**src/rtl/joypad_port.sv**
```systemverilog
// joypad_port: NES controller ports at $4016/$4017.
// Implements the strobe latch, the per-pad 8-bit shift registers and the
// serial read-out that software polls one bit per access.
// Ports:
//   clk, rst                      clock, synchronous active-high reset
//   pad1_state, pad2_state        parallel button state (1 = pressed)
//   cpu_addr, cpu_data_in         CPU bus address / write data
//   cpu_write_en, cpu_read_en     level strobes; only the rising edge is an access
//   read_data, read_valid         registered read result and its one-cycle pulse
//   strobe_out                    current strobe latch
//   pad1_cnt                      pad-1 reads since strobe fell, saturating at 8
module joypad_port #(
    parameter logic [15:0] ADDR_PAD1   = 16'h4016,
    parameter logic [15:0] ADDR_PAD2   = 16'h4017,
    parameter logic [7:0]  OPEN_BUS    = 8'h40,
    parameter int unsigned SYNC_STAGES = 2
) (
    input  logic        clk,
    input  logic        rst,
    input  logic [7:0]  pad1_state,
    input  logic [7:0]  pad2_state,
    input  logic [15:0] cpu_addr,
    input  logic [7:0]  cpu_data_in,
    input  logic        cpu_write_en,
    input  logic        cpu_read_en,
    output logic [7:0]  read_data,
    output logic        read_valid,
    output logic        strobe_out,
    output logic [3:0]  pad1_cnt
);

    localparam int unsigned NPADS   = 2;
    localparam int unsigned CNT_W   = 4;
    localparam logic [CNT_W-1:0] CNT_MAX = CNT_W'(8);

    // Synchroniser chains, index 0 is the input-side stage
    logic [SYNC_STAGES-1:0][7:0] sync1_q, sync1_d;
    logic [SYNC_STAGES-1:0][7:0] sync2_q, sync2_d;

    logic                        wr_en_q, wr_en_d;
    logic                        rd_en_q, rd_en_d;
    logic                        strobe_q, strobe_d;
    logic [NPADS-1:0][7:0]       sr_q, sr_d;
    logic [NPADS-1:0][CNT_W-1:0] cnt_q, cnt_d;
    logic [7:0]                  read_data_q, read_data_d;
    logic                        read_valid_q, read_valid_d;

    logic             wr_rise_c, rd_rise_c;
    logic             wr_pad1_c, set_strobe_c, reload_c;
    logic [NPADS-1:0] rd_pad_c;
    logic [NPADS-1:0][7:0] sync_c;
    logic             unused_data_c;

    // Only bit 0 of the written byte is meaningful
    assign unused_data_c = ^cpu_data_in[7:1];

    // Synchroniser shift
    always_comb begin
        sync1_d = sync1_q;
        sync2_d = sync2_q;
        sync1_d[0] = pad1_state;
        sync2_d[0] = pad2_state;
        for (int i = 1; i < int'(SYNC_STAGES); i++) begin
            sync1_d[i] = sync1_q[i-1];
            sync2_d[i] = sync2_q[i-1];
        end
    end

    // Access decode: one event per enable rising edge; a write suppresses a read
    always_comb begin
        wr_en_d      = cpu_write_en;
        rd_en_d      = cpu_read_en;
        wr_rise_c    = cpu_write_en & ~wr_en_q;
        rd_rise_c    = cpu_read_en & ~rd_en_q & ~wr_rise_c;
        wr_pad1_c    = wr_rise_c && (cpu_addr == ADDR_PAD1);
        set_strobe_c = wr_pad1_c & cpu_data_in[0];
        // Continuous reload while strobe is high, but not on the cycle it is written low
        reload_c     = strobe_q & ~wr_pad1_c;
        rd_pad_c[0]  = rd_rise_c && (cpu_addr == ADDR_PAD1);
        rd_pad_c[1]  = rd_rise_c && (cpu_addr == ADDR_PAD2);
        sync_c[0]    = sync1_q[SYNC_STAGES-1];
        sync_c[1]    = sync2_q[SYNC_STAGES-1];
    end

    // Strobe, shift registers, counters and read port
    always_comb begin
        strobe_d     = strobe_q;
        sr_d         = sr_q;
        cnt_d        = cnt_q;
        read_data_d  = read_data_q;
        read_valid_d = 1'b0;

        if (wr_pad1_c) begin
            strobe_d = cpu_data_in[0];
        end

        for (int n = 0; n < int'(NPADS); n++) begin
            if (set_strobe_c || reload_c) begin
                sr_d[n]  = sync_c[n];
                cnt_d[n] = '0;
            end else if (rd_pad_c[n]) begin
                // Shift in 1s so reads past the eighth return 1
                sr_d[n]  = {1'b1, sr_q[n][7:1]};
                cnt_d[n] = (cnt_q[n] == CNT_MAX) ? CNT_MAX : cnt_q[n] + CNT_W'(1);
            end
        end

        // Read returns the pre-update LSB of the addressed pad
        if (rd_pad_c[0]) begin
            read_data_d  = OPEN_BUS | {7'b0, sr_q[0][0]};
            read_valid_d = 1'b1;
        end else if (rd_pad_c[1]) begin
            read_data_d  = OPEN_BUS | {7'b0, sr_q[1][0]};
            read_valid_d = 1'b1;
        end
    end

    always_ff @(posedge clk) begin
        if (rst) begin
            sync1_q      <= '0;
            sync2_q      <= '0;
            wr_en_q      <= 1'b0;
            rd_en_q      <= 1'b0;
            strobe_q     <= 1'b0;
            sr_q         <= '0;
            cnt_q        <= '0;
            read_data_q  <= 8'h00;
            read_valid_q <= 1'b0;
        end else begin
            sync1_q      <= sync1_d;
            sync2_q      <= sync2_d;
            wr_en_q      <= wr_en_d;
            rd_en_q      <= rd_en_d;
            strobe_q     <= strobe_d;
            sr_q         <= sr_d;
            cnt_q        <= cnt_d;
            read_data_q  <= read_data_d;
            read_valid_q <= read_valid_d;
        end
    end

    assign read_data  = read_data_q;
    assign read_valid = read_valid_q;
    assign strobe_out = strobe_q;
    assign pad1_cnt   = cnt_q[0];

endmodule
```
**config.mk**
```make
export PLATFORM = sky130hd
export DESIGN_NAME = joypad_port
export DESIGN_NICKNAME = d
export VERILOG_FILES = /design/src/rtl/joypad_port.sv
export SDC_FILE = /design/constraint.sdc
export NUM_CORES = 1
export LEC_CHECK = 0
export CAP_MARGIN = 20
export CORE_MARGIN = 2
export CORE_UTILIZATION = 31
export CTS_CLUSTER_SIZE = 28
export DETAILED_ROUTE_END_ITERATION = 10
export MAX_ROUTING_LAYER = met4
export PLACE_DENSITY = 0.66
export SLEW_MARGIN = 20
export SYNTH_ARGS = -nofsm -noshare
export SYNTH_HDL_FRONTEND = slang
export SYNTH_SLANG_ARGS = --single-unit
```
**constraint.sdc**
```tcl
create_clock -name clk -period 3 [get_ports clk]
set_clock_uncertainty 0.15 [all_clocks]
set_input_delay 0.6 -clock clk [delete_from_list [all_inputs] [get_ports clk]]
set_output_delay 0.6 -clock clk [all_outputs]
set_load 0.005 [all_outputs]
```
Yosys cells after proc, flatten, opt, wreduce, memory -nomap -nowiden
Index checks and enable logic that the tools add are counted.
- bits in latches: 0
- memories: 0
- bits in writable memories: 0
- memory bits (read-only): 0
- bits in registers: 58
- shifts and indexed selects: 0
- equality and inequality tests: 3
- mux-type cells: 9
- bitwise logic cells: 9
- magnitude comparators: 0
- divide/modulo/power cells: 0
- $add $sub $neg: 1
- $mul: 0
- reductions and logical operators: 8
- operators by type and width (operator ; count):
    16-bit by 15-bit == test with 1-bit output, second input constant ; 2
    8-bit 2-to-1 mux ; 4
    7-bit 2-to-1 mux ; 2
    2-bit nonzero test ; 3
    1-bit AND ; 5
    4-bit by 1-bit adder with 4-bit output, second input constant ; 1
    4-bit == test, second input constant ; 1
    4-bit 2-to-1 mux ; 1
    1-bit NOT ; 4
    1-bit logical AND ; 3
    1-bit 2-to-1 mux ; 2
    2-bit OR reduction ; 1
    1-bit logical OR ; 1

Logic depth before layout (Yosys ltp)
- depth in word-level cells: 7
- mapped depth: 8
- mapped depth without buffers: 5

Worst setup path before layout
Ideal clock, no wire load.
- path type: input to register
- start: input cpu_addr[5]
- end: register sr_q[0] (netlist name)
- path buffers: 3
- cell stages on the path: 8
- arrival time: 2.382 ns
- library setup time: 0.080 ns
- setup slack: 0.387 ns
- data required time: 2.770 ns
- path through: or4b_1 > or2_1 > or3_1 > buf_6 > and2_4 > buf_6 > buf_12 > a211oi_2
- longest elaborated chain between the ends: 6
- elaborated cells on any way between the ends: 9
- classes of those cells: eq/ne (1); mux (1); bitwise (3); reduce/logical (4)
- ends and longest elaborated chain (what ; RTL line ; text):
    start, declared ; 22 ; input logic [15:0] cpu_addr,
    16-bit by 15-bit == test with 1-bit output * ; 75, 79 ;
    1-bit logical AND ; 75 ; wr_pad1_c = wr_rise_c && (cpu_addr == ADDR_PAD1);
    1-bit NOT ; 78 ; reload_c = strobe_q & ~wr_pad1_c;
    1-bit AND ; 78 ;
    1-bit logical OR ; 98 ; if (set_strobe_c || reload_c) begin
    8-bit 2-to-1 mux or 2-bit nonzero test (tied branches) ; n/a ;
    end signal, assigned ; 135 ; sr_q <= sr_d;
    end, declared ; 43 ; logic [NPADS-1:0][7:0] sr_q, sr_d;
Every way passes the cells marked *; elsewhere a longest branch is shown, timed or not.
A chain may end at the register's enable or synchronous reset.

Worst setup path in the final report
- start: input cpu_addr[5]
- end: register sr_q[1] (netlist name)
Same word-level chain as after synthesis.

==> flow_summary.html <==
<table>
<tr><th>Metric</th><th>Value</th></tr>
<tr><th colspan="2">Setup path</th></tr>
<tr><td>Critical Path Source</td><td>cpu_addr[5]</td></tr>
<tr><td>Worst-path maximum fanout</td><td>17</td></tr>
<tr><td>Family with the most delay on the worst path</td><td>simple AND/OR/NAND/NOR gates</td></tr>
<tr><td>Crit-path cells</td><td>clkdlybuf4s50_1, or4b_1, or2_1, or3_1, buf_4, a21oi_1, a211oi_2</td></tr>
<tr><td>Data arrival time of the worst path</td><td>2.66 ns</td></tr>
<tr><td>Biggest cell delay along the critical path</td><td>0.55 ns</td></tr>
<tr><td>Worst path required time</td><td>3.03 ns</td></tr>
<tr><td>Startpoint types</td><td>primary input</td></tr>
<tr><td>Buffering stage count on the worst path with inverters included</td><td>2</td></tr>
<tr><td>End of the critical path</td><td>sr_q[1]</td></tr>
<tr><td>Slowest cell on the critical path</td><td>sky130_fd_sc_hd__or4b_1</td></tr>
<tr><td>Sort of element at the end of the critical path</td><td>register</td></tr>
<tr><td>Reg-to-reg critical path endpoint</td><td>sr_q[3]</td></tr>
<tr><td>Path depth of the worst reg2reg path</td><td>6</td></tr>
<tr><td>Reg-to-reg setup timing slack</td><td>1.13 ns</td></tr>
<tr><td>Crit path depth</td><td>7</td></tr>
<tr><td>Worst flop-to-flop path startpoint</td><td>wr_en_q</td></tr>
<tr><td>Class of the most critical setup path</td><td>in -&gt; reg</td></tr>
<tr><th colspan="2">Synthesis</th></tr>
<tr><td>Synthesis-stage register bit count</td><td>58</td></tr>
<tr><td>Share of synthesized area occupied by flip-flops and latches</td><td>52.64%</td></tr>
<tr><td>Yosys warnings</td><td>0</td></tr>
<tr><td>Distinct cell type count of the synthesized netlist</td><td>34</td></tr>
<tr><td>Synth Cell Area</td><td>0.002206 mm2</td></tr>
<tr><td>Synthesized area per cell</td><td>10.61 um2</td></tr>
<tr><td>Post-synthesis cell count</td><td>208</td></tr>
<tr><th colspan="2">STA</th></tr>
<tr><td>Shortest clock period the worst path allows after layout</td><td>2.627 ns</td></tr>
<tr><td>Fin. Hold Viols</td><td>0</td></tr>
<tr><td>Unrepaired setup endpoints after global routing</td><td>false</td></tr>
<tr><td>Max Transition Viols Final</td><td>0</td></tr>
<tr><td>Maximum operating frequency</td><td>0.3807 GHz</td></tr>
<tr><td>Final worst-path cycle share</td><td>87.56%</td></tr>
<tr><td>Final setup violation count</td><td>0</td></tr>
<tr><td>Worst Max-Slew Pin Slew</td><td>0.5801 ns</td></tr>
<tr><td>Max-slew headroom at the worst pin</td><td>61.33%</td></tr>
<tr><td>Setup TNS</td><td>0 ns</td></tr>
<tr><th colspan="2">Clock network</th></tr>
<tr><td>Number of buffers created by CTS</td><td>9</td></tr>
<tr><td>Hold buffer count at CTS</td><td>0</td></tr>
<tr><td>CTS H-tree depth</td><td>3</td></tr>
<tr><td>Cts repair resizes</td><td>0</td></tr>
<tr><td>Number of sinks handled by clock tree synthesis</td><td>58</td></tr>
<tr><td>Root Buffer</td><td>sky130_fd_sc_hd__clkbuf_8</td></tr>
<tr><td>Clock latency at the later pin of the worst-skew pair</td><td>0.32 ns</td></tr>
<tr><td>Setup Buffers After CTS</td><td>0</td></tr>
<tr><td>Buffer levels on the longest clock path</td><td>2</td></tr>
<tr><td>Clock transition time at the flip-flop clock pins of the worst setup and hold paths</td><td>0.06 ns</td></tr>
<tr><td>CTS tree</td><td>done</td></tr>
<tr><th colspan="2">Routing</th></tr>
<tr><td>Total routed wirelength</td><td>3587 um</td></tr>
<tr><td>Via density per instance</td><td>4.191</td></tr>
<tr><td>Vias</td><td>1492</td></tr>
<tr><td>DRC violations left</td><td>0</td></tr>
<tr><td>DR WL/cell</td><td>10.08 um</td></tr>
<tr><td>Number of search-and-repair iterations in the first detailed-routing pass</td><td>4</td></tr>
<tr><td>DRT iter0 DRCs</td><td>40</td></tr>
<tr><td>Remaining antenna violation count</td><td>0</td></tr>
<tr><th colspan="2">Global routing</th></tr>
<tr><td>Overflow left after global routing</td><td>0</td></tr>
<tr><td>GR Util All Layers</td><td>10.71%</td></tr>
<tr><td>Via count of the first global-routing pass</td><td>1399</td></tr>
<tr><td>Antenna violations before repair</td><td>0</td></tr>
<tr><td>Maximum number of pins on one net before global-route repair</td><td>32</td></tr>
<tr><td>Wire length of the first global-routing pass</td><td>6078 um</td></tr>
<tr><th colspan="2">Cells and area</th></tr>
<tr><td>Area taken by multi-input logic gates</td><td>905.9 um2</td></tr>
<tr><td>Most common library cell in the layout ignoring fill and taps</td><td>sky130_fd_sc_hd__dfxtp_1</td></tr>
<tr><td>Fill count</td><td>657</td></tr>
<tr><td>Share of cells above drive strength 1</td><td>12.31%</td></tr>
<tr><td>Final nets</td><td>302</td></tr>
<tr><td>Area growth, synth to finish</td><td>31.88%</td></tr>
<tr><td>Antenna cells</td><td>0</td></tr>
<tr><td>Area taken by flip-flops and latches</td><td>0.001161 mm2</td></tr>
<tr><td>Leading cell types in the layout, fill and taps excluded</td><td>sky130_fd_sc_hd__dfxtp_1, sky130_fd_sc_hd__clkdlybuf4s50_1, sky130_fd_sc_hd__nor2b_1</td></tr>
<tr><th colspan="2">Power and ir drop</th></tr>
<tr><td>P_sw</td><td>0.3003 mW</td></tr>
<tr><td>Design Power</td><td>1.611 mW</td></tr>
<tr><td>Relative contribution of combinational cells to total power</td><td>5.1%</td></tr>
<tr><td>Ratio of total power to cell area</td><td>553.6 mW/mm2</td></tr>
<tr><td>Switching power as a share of total power</td><td>18.64%</td></tr>
<tr><td>Leakage power</td><td>1.111 nW</td></tr>
<tr><td>Internal power contribution</td><td>1.310 mW</td></tr>
<tr><td>Sequential share of power</td><td>49.4%</td></tr>
<tr><td>Share of power burned in the clock network</td><td>45.4%</td></tr>
<tr><td>Worst IR Drop VDD</td><td>0.0003870 V</td></tr>
<tr><th colspan="2">Place</th></tr>
<tr><td>Final HPWL from detailed placement</td><td>2468 um</td></tr>
<tr><td>Final weighted congestion of routability-driven global placement</td><td>0.7337</td></tr>
<tr><td>IO buf count</td><td>44</td></tr>
<tr><th colspan="2">Floorplanning</th></tr>
<tr><td>Placement row count</td><td>30</td></tr>
<tr><td>Floorplan die area</td><td>0.007807 mm2</td></tr>
<tr><td># IOs</td><td>58</td></tr>
<tr><td>Placeable core region</td><td>0.006832 mm2</td></tr>
<tr><td>Die Height</td><td>88.36 um</td></tr>
<tr><td>Die Width</td><td>88.36 um</td></tr>
<tr><td>Initial cell density of the core</td><td>32.29%</td></tr>
<tr><th colspan="2">Status</th></tr>
<tr><td>Status</td><td>finished clean</td></tr>
<tr><th colspan="2">Worst hold path</th></tr>
<tr><td>Worst Hold Class</td><td>reg -&gt; reg</td></tr>
<tr><th colspan="2">Flow run</th></tr>
<tr><td>Count of max-cap constraint violations</td><td>0</td></tr>
</table>
## cells by family after synthesis
family / synth area share, %
simple gates: 17.13
flops: 52.64
compound gates: 14.07
buf+inv: 7.147
mux: 7.714
fa+ha+maj: 1.134
other cells: 0.1700
## worst min path at each step
stage	start	to	slack, ns	cells after the start
after floorplan	sync1_d[10]	sync1_q[10]	0.26	1
after global placement	sync2_d[11]	sync2_q[11]	0.27	1
after detailed placement	sync2_d[8]	sync2_q[8]	0.27	1
after CTS	sync1_d[10]	sync1_q[10]	0.29	1
after global routing	sync2_d[9]	sync2_q[9]	0.30	1
final	sync2_d[12]	sync2_q[12]	0.28	1
## cell usage after synthesis
master / count / share of area (%)
sky130_fd_sc_hd__dfxtp_1: 58 / 53
sky130_fd_sc_hd__nor2b_1: 34 / 9.6
sky130_fd_sc_hd__a21oi_1: 17 / 3.9
sky130_fd_sc_hd__mux2i_1: 17 / 7.7
sky130_fd_sc_hd__a211oi_1: 9 / 3.1
sky130_fd_sc_hd__a211oi_2: 9 / 5.1
sky130_fd_sc_hd__clkbuf_1: 7 / 1.2
sky130_fd_sc_hd__inv_1: 7 / 1.2
sky130_fd_sc_hd__buf_4: 6 / 2.0
sky130_fd_sc_hd__nand2_1: 4 / 0.68
sky130_fd_sc_hd__nor2_1: 4 / 0.68
sky130_fd_sc_hd__nor3_1: 4 / 0.91
sky130_fd_sc_hd__or3_1: 3 / 0.85
sky130_fd_sc_hd__buf_1: 2 / 0.34
sky130_fd_sc_hd__buf_2: 2 / 0.45
sky130_fd_sc_hd__buf_6: 2 / 1.0
sky130_fd_sc_hd__ha_1: 2 / 1.1
sky130_fd_sc_hd__nand2b_1: 2 / 0.57
sky130_fd_sc_hd__nand3_1: 2 / 0.45
sky130_fd_sc_hd__nor4b_1: 2 / 0.79
sky130_fd_sc_hd__o21ai_0: 2 / 0.45
sky130_fd_sc_hd__a2111o_1: 1 / 0.51
sky130_fd_sc_hd__a311oi_1: 1 / 0.40
sky130_fd_sc_hd__a31oi_1: 1 / 0.28
sky130_fd_sc_hd__and2_4: 1 / 0.40
sky130_fd_sc_hd__and3b_1: 1 / 0.40
sky130_fd_sc_hd__buf_12: 1 / 0.91
sky130_fd_sc_hd__conb_1: 1 / 0.17
sky130_fd_sc_hd__nand3b_1: 1 / 0.34
sky130_fd_sc_hd__nand4b_1: 1 / 0.40
sky130_fd_sc_hd__nor4_1: 1 / 0.28
sky130_fd_sc_hd__o21ai_2: 1 / 0.40
sky130_fd_sc_hd__or2_1: 1 / 0.28
sky130_fd_sc_hd__or4b_1: 1 / 0.45
## power by group through the flow
stage	registers [mW]	clock network, mW	logic [mW]
after floorplan	0.812	0	0.0369
after global placement	0.813	0	0.0820
after detailed placement	0.813	0	0.0833
after CTS	0.796	0.754	0.0835
after global routing	0.797	0.793	0.0913
final	0.796	0.732	0.0828
## worst register-to-register path, cell delays in order (launching register included)
cell and delay (ns):
sky130_fd_sc_hd__dfxtp_1 0.30, sky130_fd_sc_hd__nand2b_1 0.11, sky130_fd_sc_hd__nand3b_1 0.13, sky130_fd_sc_hd__or3_1 0.45
sky130_fd_sc_hd__buf_4 0.24, sky130_fd_sc_hd__mux2i_1 0.15, sky130_fd_sc_hd__a211oi_1 0.26
## per-layer routing
metal | wire length, um | share of wire (%) | GRT usage, % | vias to the layer above
met3 | 212 | 5.9 | 3.545 | 6
met5 | 0 | 0 | - | -
met4 | 91 | 2.5 | 7.851 | 0
li1 | - | - | - | 799
met1 | 1650 | 46 | 12.11 | 650
met2 | 1633 | 46 | 15.72 | 37
## area by class of cell
cell class | count | area share, %
repair buffers | 52 | 17.03
clock buffers | 12 | 4.645
multi-input cells | 128 | 31.14
flip-flops and latches | 58 | 39.91
clock inverters | 3 | 2.237
well taps | 96 | 4.129
inverters | 7 | 0.9032
## sequential cells by signal, summed over array words and instances (netlist names)
name / flops
sync1_d: 8
sync1_q: 8
wr_en_q: 1
read_data: 2
read_valid: 1
sync2_d: 8
rd_en_q: 1
sync2_q: 8
sr_q: 16
strobe_out: 1
pad1_cnt: 4
## stage by stage
stage	std cells	util [%]	setup slack, ns	cell area [um2]	hold slack, ns
floorplan	213	-	0.3875	2225	0.2638
CTS	356	42.58	0.3897	2909	0.2852
global placement	341	39.65	0.07922	2709	0.2654
finish	356	42.58	0.3733	2909	0.2808
detailed placement	341	39.65	0.04824	2709	0.2712
global route	356	42.58	0.2455	2909	0.3036
Power figures use the tool's default switching activity.
